==> src/rtl/victim_buffer_ctrl.sv <==
// Victim buffer control/metadata: 8 slots, swap-back on hit, dirty writeback to pmem.
// Optional VICTIM_BG_DRAIN_EN: idle FSM also writes back the lowest dirty slot in the background.
module victim_buffer_ctrl #(
  parameter int width       = 256,
  parameter int OFFSET_BITS = 5
) (
  input  logic             clk,
  input  logic             rst,
  input  logic             evict_valid,
  input  logic [15:0]      evict_addr,
  input  logic             evict_dirty,
  input  logic [width-1:0] evict_data,
  output logic             evict_ready,
  input  logic             lookup_valid,
  input  logic [15:0]      lookup_addr,
  input  logic             lookup_take,
  output logic             lookup_hit,
  output logic             lookup_dirty,
  output logic [width-1:0] lookup_data,
  output logic [2:0]       arr_index,
  output logic             arr_load,
  output logic [width-1:0] arr_in,
  input  logic [width-1:0] arr_out,
  output logic [15:0]      pmem_address,
  output logic [width-1:0] pmem_wdata,
  output logic             pmem_write,
  input  logic             pmem_resp
);
  localparam int TAG_W = 16 - OFFSET_BITS;

  typedef enum logic {IDLE, DRAIN} state_e;

  state_e           state_q;
  logic [7:0]       valid_q, dirty_q;
  logic [TAG_W-1:0] tag_q [8];
  logic [2:0]       wr_ptr_q, wr_ptr_d, d_idx_q;
  logic             pmem_write_q;
  logic [15:0]      pmem_address_q;

  logic [TAG_W-1:0] ltag, etag;
  logic             hit_any, dup_any, dirty_any;
  logic [2:0]       hit_idx, dup_idx, dirty_idx, target, drain_idx;
  logic             idle, swap, wr_blocked, accept, new_dirty, drain_go;

  assign ltag = lookup_addr[15:OFFSET_BITS];
  assign etag = evict_addr[15:OFFSET_BITS];
  assign idle = (state_q == IDLE);

  // Descending scan leaves the lowest matching index in each encoder.
  always_comb begin
    hit_any   = 1'b0;
    hit_idx   = 3'd0;
    dup_any   = 1'b0;
    dup_idx   = 3'd0;
    dirty_any = 1'b0;
    dirty_idx = 3'd0;
    for (int i = 7; i >= 0; i--) begin
      if (valid_q[i] && tag_q[i] == ltag) begin
        hit_any = 1'b1;
        hit_idx = 3'(i);
      end
      if (valid_q[i] && tag_q[i] == etag) begin
        dup_any = 1'b1;
        dup_idx = 3'(i);
      end
      if (valid_q[i] && dirty_q[i]) begin
        dirty_any = 1'b1;
        dirty_idx = 3'(i);
      end
    end
  end

  assign lookup_hit = lookup_valid & idle & hit_any;
  assign swap       = lookup_hit & lookup_take & evict_valid;
  assign target     = swap ? hit_idx : (dup_any ? dup_idx : wr_ptr_q);
  assign wr_blocked = valid_q[wr_ptr_q] & dirty_q[wr_ptr_q];
  assign accept     = idle & evict_valid & ~rst
                    & ~(lookup_valid & ~(lookup_hit & lookup_take))
                    & ~((target == wr_ptr_q) & wr_blocked);
  assign new_dirty  = (!swap && dup_any) ? (dirty_q[target] | evict_dirty) : evict_dirty;
  assign wr_ptr_d   = (accept && target == wr_ptr_q) ? wr_ptr_q + 3'd1 : wr_ptr_q;

`ifdef VICTIM_BG_DRAIN_EN
  assign drain_go  = (evict_valid & wr_blocked) | dirty_any;
`else
  assign drain_go  = evict_valid & wr_blocked;
`endif
  assign drain_idx = (evict_valid & wr_blocked) ? wr_ptr_q : dirty_idx;

  assign evict_ready  = accept;
  assign arr_load     = accept;
  assign arr_in       = evict_data;
  assign arr_index    = !idle ? d_idx_q : (accept ? target : (lookup_hit ? hit_idx : 3'd0));
  assign lookup_dirty = lookup_hit & dirty_q[hit_idx];
  assign lookup_data  = lookup_hit ? arr_out : '0;
  assign pmem_write   = pmem_write_q;
  assign pmem_address = pmem_address_q;
  assign pmem_wdata   = pmem_write_q ? arr_out : '0;

  always_ff @(posedge clk) begin
    if (rst) begin
      state_q        <= IDLE;
      valid_q        <= '0;
      dirty_q        <= '0;
      wr_ptr_q       <= '0;
      d_idx_q        <= '0;
      pmem_write_q   <= 1'b0;
      pmem_address_q <= '0;
    end else begin
      case (state_q)
        IDLE: begin
          wr_ptr_q <= wr_ptr_d;
          if (accept) begin
            valid_q[target] <= 1'b1;
            dirty_q[target] <= new_dirty;
            tag_q[target]   <= etag;
          end else begin
            if (lookup_hit && lookup_take) begin
              valid_q[hit_idx] <= 1'b0;
              dirty_q[hit_idx] <= 1'b0;
            end
            if (!lookup_valid && drain_go) begin
              state_q        <= DRAIN;
              d_idx_q        <= drain_idx;
              pmem_write_q   <= 1'b1;
              pmem_address_q <= {tag_q[drain_idx], {OFFSET_BITS{1'b0}}};
            end
          end
        end
        DRAIN: begin
          // Line stays resident and clean once memory has it.
          if (pmem_resp) begin
            dirty_q[d_idx_q] <= 1'b0;
            state_q          <= IDLE;
            pmem_write_q     <= 1'b0;
            pmem_address_q   <= '0;
          end
        end
        default: state_q <= IDLE;
      endcase
    end
  end
endmodule

==> config.mk <==
export PLATFORM = sky130hd
export DESIGN_NAME = victim_buffer_ctrl
export DESIGN_NICKNAME = d
export VERILOG_FILES = /design/src/rtl/victim_buffer_ctrl.sv
export SDC_FILE = /design/constraint.sdc
export NUM_CORES = 1
export LEC_CHECK = 0
export CORE_AREA = 2 2 527 529
export DETAILED_ROUTE_END_ITERATION = 10
export DIE_AREA = 0 0 529 531
export SKIP_LAST_GASP = 1
export SYNTH_ARGS = -nofsm -noshare
export SYNTH_HDL_FRONTEND = slang
export SYNTH_SLANG_ARGS = --single-unit
==> constraint.sdc <==
create_clock -name clk -period 4.6 [get_ports clk]
set_input_delay 0.92 -clock clk [delete_from_list [all_inputs] [get_ports clk]]
set_output_delay 0.92 -clock clk [all_outputs]
set_load 0.02 [all_outputs]
; ---- Word-level counts from Yosys, hierarchy flattened
; Memories as Yosys holds them, arrays and structs flattened.
; Cells that the tools add are included.
[totals]
romBits = 0
n_memories = 1
latchBits = 0
output_inout_bits = 792
mem_bits_rw = 88
register_bits = 40
[mem_list]
columns = name, depth, word_bits, read_ports, rd_clocked_by_memory_dff, wr, line_no
row1 = tag_q, 8, 11, 9, 0, 1, 35  ; logic [TAG_W-1:0] tag_q [8];
[classes]
magnitude_cmp = 7
bitwise_logic = 26
eq_ne = 21
n_addsub = 1
mul = 0
div_mod_pow = 0
n_reduce_logical = 39
n_mux = 86
shift = 0
[ops]
columns = operator, count
row1 = 256-bit two-way mux, 2
row2 = 11-bit equality test, 16
row3 = 3-bit two-way mux, 30
row4 = 16-bit two-way mux, 3
row5 = 8-bit two-way mux, 5
row6 = 1-bit two-way mux, 34
row7 = 16-bit one-hot mux with 2 select lines, 1
row8 = 1-bit logical AND, 31
row9 = 8-bit AND, 3
row10 = 3-bit by 4-bit < comparator with 1-bit output (second input constant), 4
row11 = 8-bit inverter, 2
row12 = 8-bit one-hot mux with 2 select lines, 1
row13 = 1-bit AND, 13
row14 = 1-bit binary-select mux with 3-bit select, 4
row15 = 1-bit demux with 3-bit select, 3
row16 = 3-bit by 1-bit greater-or-equal comparator with 1-bit output (second input constant), 3
row17 = 8-bit bitwise mux, 1
row18 = 8-bit OR, 1
row19 = 1-bit inverter, 6
row20 = 2-bit AND reduction, 3
row21 = 3-bit AND reduction, 2
row22 = 2-bit != test (second input constant), 2
row23 = 1-bit one-hot mux with 2 select lines, 2
row24 = 3-bit by 1-bit adder with 3-bit output (second input constant), 1
row25 = 6 further kinds, 7

; ---- Depth between registers and ports, before layout
[logic_depth]
ltp_word = 22
ltp_mapped = 15
mapped_depth_nobuf = 12

; ---- Worst setup path before layout
; OpenSTA, ideal clock, no wires.
[synth_timing]
kind = input-to-output
from = input lookup_addr[14]
to = output arr_index[0]
t_required_ps = 3680
path_buffers = 3
t_arrival_ps = 4102
slack_ps = -422
path_stages = 14
path_cell_list = buf_4 > xnor2_2 > nand4_1 > or3_1 > a21o_1 > a221oi_4 > nor2_2 > a211o_1 > a211o_1 > o21ai_4 > inv_2 > buf_6 > buf_2 > o311ai_1
[synth_via]
elab_chain_len = 20
[synth_lines]
columns = item, line_no
row1 = from (decl), 15  ; input logic [15:0] lookup_addr,
row2 = 11-bit equality test, 58  ; if (valid_q[i] && tag_q[i] == ltag) begin
row3 = 1-bit logical AND, 58
row4 = 1-bit two-way mux (8 in a row), 58
row5 = 1-bit AND, 73  ; assign lookup_hit = lookup_valid & idle & hit_any;
row6 = 1-bit AND, "74, 78"
row7 = 1-bit AND, 74  ; assign swap = lookup_hit & lookup_take & evict_valid;
row8 = 3-bit two-way mux, 75  ; assign target = swap ? hit_idx : (dup_any ? dup_idx : wr_ptr_q);
row9 = 3-bit equality test, 79  ; & ~((target == wr_ptr_q) & wr_blocked);
row10 = 1-bit AND, 79
row11 = 1-bit inverter, 79
row12 = 1-bit AND, 79
row13 = 3-bit two-way mux * (2 in a row), 93  ; assign arr_index = !idle ? d_idx_q : (accept ? target : (lookup_hit ? hit_idx : 3'd0));
row14 = to (decl), 20  ; output logic [2:0] arr_index,
; Mark *: on every way between the ends. The rest lies on a longest branch, timed or not.

; ---- Worst setup path in the final report
[layout_timing]
from = input evict_addr[14]
to = output arr_index[2]
[layout_via]
elab_chain_len = 18
[layout_lines]
columns = item, line_no
row1 = from (decl), 10  ; input logic [15:0] evict_addr,
row2 = 11-bit equality test, 62  ; if (valid_q[i] && tag_q[i] == etag) begin
row3 = 1-bit logical AND, 62
row4 = 3-bit two-way mux / 1-bit two-way mux (equally long branches) (8 in a row), 62
row5 = 3-bit two-way mux * (2 in a row), 75
row6 = 3-bit equality test, 79
row7 = 1-bit AND, 79
row8 = 1-bit inverter, 79
row9 = 1-bit AND, 79
row10 = 3-bit two-way mux * (2 in a row), 93
; Marks and branches as above.

==> metrics.cfg <==
[outcome]
status = complete, but fails checks
violations = setup timing

[synthesis]
synth_ff_type = edfxtp_1
synth_area_per_cell_sq_um = 8.41
ys_types = 73
netlist_instances = 1643
synth-edff-count = 88
synth-async-reset-ratio_pct = 0
ys_seq_elements = 123
syn_area_sq_mm = 0.0138
yosys-top-cells-area = and2_1 (23%), edfxtp_1 (19%), buf_4 (15%)
yosys.area.top_type_share_pct = 23.4
ys_warn_count = 0
yosysSeqAreaShare_pct = 24.2
yosys.area.top_type = and2_1

[cells_and_area]
layout_commonest_cell = clkdlybuf4s50_1
multi_input_area_sq_mm = 0.00957
drive_gt1_share_pct = 37.6
finalNetCount = 3036
seqCellArea_sq_mm = 0.00335
final_area_sq_mm = 0.0316
mostFrequentLayoutCells = clkdlybuf4s50_1 (481), and2_1 (465), buf_4 (329)
synthToLayoutAreaGrowth_pct = 129
num-fill-cells = 31500

[timing]
finalCritPeriodShare_pct = 110
max_freq_mhz = 197
drv_slew = 0
fin_ws_ns = -0.464
finalCriticalPeriod_ns = 5.06
maxSlewHeadroom_pct = 25.2
finalHoldViolCount = 0
fin_worst_skew_ns = 0.0140
setup_viol = 194
rsz0062_at_grt = yes
worstMarginPinSlew_ns = 1.12
timing.setup.tns_ns = -25.12

[clock_network]
cts_hold_buf = 0
clk_latency_ns = 0.47
clock_tree.root_cell = clkbuf_16
cts_tree = built
cts_buffers = 17
clock-sinks = 123
cts.clk_slew.worst_paths_ns = 0.06
htreeDepth = 4
clockBufferDepth = 2

[hold_path]
hp-start = pmem_address[7]
min_to = pmem_address[7]
min_path_cells = 2
hold_path.class = register to register

[floorplan]
fp.dieArea_sq_mm = 0.281
core_area_sq_mm = 0.275
start_util_pct = 5.02
num_io_pins = 1343
num_rows = 193
die_w_um = 529
die_h_um = 531

[route]
routed_wl_mm = 221
drt_first_pass_iters = 6
drcViolationCount = 0
drt.antenna.violating_nets = 0
drt_iter0_drc = 1255
avgRoutedWirePerCell_um = 36.2
route.vias.total = 16900
detail_route.vias_per_cell = 2.75

[setup_path]
start_kind = input pin
crit_arrival_ns = 4.14
critical_path_class = input pin to output pin
path_max_fanout = 7
reg2regPathDepth = 17
r2r-start = tag_q[6][9]
timing.rr.end = pmem_address[8]
rrSetupSlack_ns = 0.39
cp-end-kind = output pin
cp.required_ns = 3.68

[power_and_ir_drop]
ir_drop_uv = 290
power.total_mw = 3.54
power_density_mw_per_mm2 = 112
p_leak_nw = 11.5

[global_route]
antenna_found_initial = 106
grt_overflow = 0
grt_pass1_vias = 16500
grt_max_degree = 96
grt_first_pass_wirelength_mm = 255
grt.total_usage_pct = 15.0

[placement]
globalplace.congestion = 0.968
placed_area_sq_mm = 0.0284
dp_hpwl_mm = 197
portBuffers = 815

[job]
maxCapViolations = 0

cell type report:
type | instances | share of cell area [%]
clock inverter | 14 | 0.487
antenna | 19 | 0.150
multi-input combinational | 1147 | 30.3
clock buffer | 18 | 1.36
inverter | 14 | 0.166
sequential | 123 | 10.6
timing repair buffer | 1181 | 42.7
tap | 3607 | 14.3
through the flow:
stage          utilization [%]  hold WS, ns  cells  setup slack [ns]
2_1_floorplan                -        0.455   1647           -0.0808
3_3_place_gp              10.3        0.464   5979             -1.26
3_5_place_dp              10.3        0.467   5979             -1.30
4_1_cts                   11.3        0.476   6085            -0.424
5_1_grt                   11.5        0.514   6104            -0.524
6_report                  11.5        0.473   6123            -0.464
power breakdown:
| group | total, mW | switching (mW) | internal [mW] | leakage [nW] |
|---|---|---|---|---|
| logic | 0.957 | 0.472 | 0.485 | 10.1 |
| registers | 1.20 | 0.0124 | 1.19 | 1.08 |
| clock network | 1.38 | 0.617 | 0.764 | 0.280 |
| total | 3.54 | 1.10 | 2.44 | 11.5 |
flip-flops by register name, indices dropped and copies added, names as in the netlist:
| register | flops |
|---|---|
| d_idx_q | 3 |
| valid_q | 8 |
| pmem_address | 11 |
| tag_q | 88 |
| dirty_q | 8 |
| state_q | 1 |
| pmem_write | 1 |
| wr_ptr_q | 3 |
metal layers:
| metal | track usage (%) | vias to the layer above | wire, um |
|---|---|---|---|
| li1 | - | 7047 | - |
| met1 | 15.9 | 8059 | 77100 |
| met2 | 23.6 | 1336 | 99300 |
| met3 | 10.1 | 383 | 36200 |
| met4 | 4.91 | 32 | 8560 |
| met5 | 0.342 | - | 305 |
worst max-delay path, stage by stage:
cell,delay [ns]
buf_2,0.11
buf_12,0.14
buf_4,0.15
xnor2_1,0.21
nand4_1,0.22
o41ai_4,0.44
a221o_1,0.28
or2b_1,0.15
o211ai_1,0.13
a211o_1,0.41
o21ai_4,0.18
inv_2,0.07
buf_6,0.13
a221o_1,0.38
buf_12,0.17
logic make-up after synthesis:
family / Yosys count / share of synthesized area (%)
AND/OR/NAND/NOR: 787 / 34.3
buffers and inverters: 377 / 18.1
XOR/XNOR: 179 / 11.5
AO/OA/AOI/OAI: 134 / 6.58
flip-flops: 123 / 24.2
multiplexers: 41 / 5.18
adder cells (fa/ha/maj): 1 / 0.0905
other: 1 / 0.0271
what timing repair did:
item / 4_1_cts / 5_1_grt
gates cloned: 11 / 6
endpoints found under the setup margin: 304 / 261
buffers inserted: 67 / 22
pin swaps: 73 / 49
resized for setup: 482 / 133
hold endpoints to repair: 0 / 0
synthesized netlist by cell type, types with 14 or more instances:
cell / number
edfxtp_1: 88
and2_1: 518
or4_1: 14
nor3_1: 36
o21ai_0: 29
mux4_2: 24
dfxtp_1: 35
nor2_1: 26
clkbuf_1: 72
buf_4: 269
a21oi_1: 33
mux2i_1: 15
nand4_1: 95
nand2_1: 39
xnor2_1: 176
how the worst max path moves through the flow:
stage,start,endpoint
CTS,lookup_addr[14],arr_index[0]
floorplan,lookup_addr[6],arr_index[0]
global route,lookup_addr[13],arr_index[0]
global placement,evict_addr[7],arr_index[0]
detailed placement,evict_addr[7],arr_index[0]
finish,evict_addr[14],arr_index[2]
No activity file was read; power rests on OpenSTA's default activity.
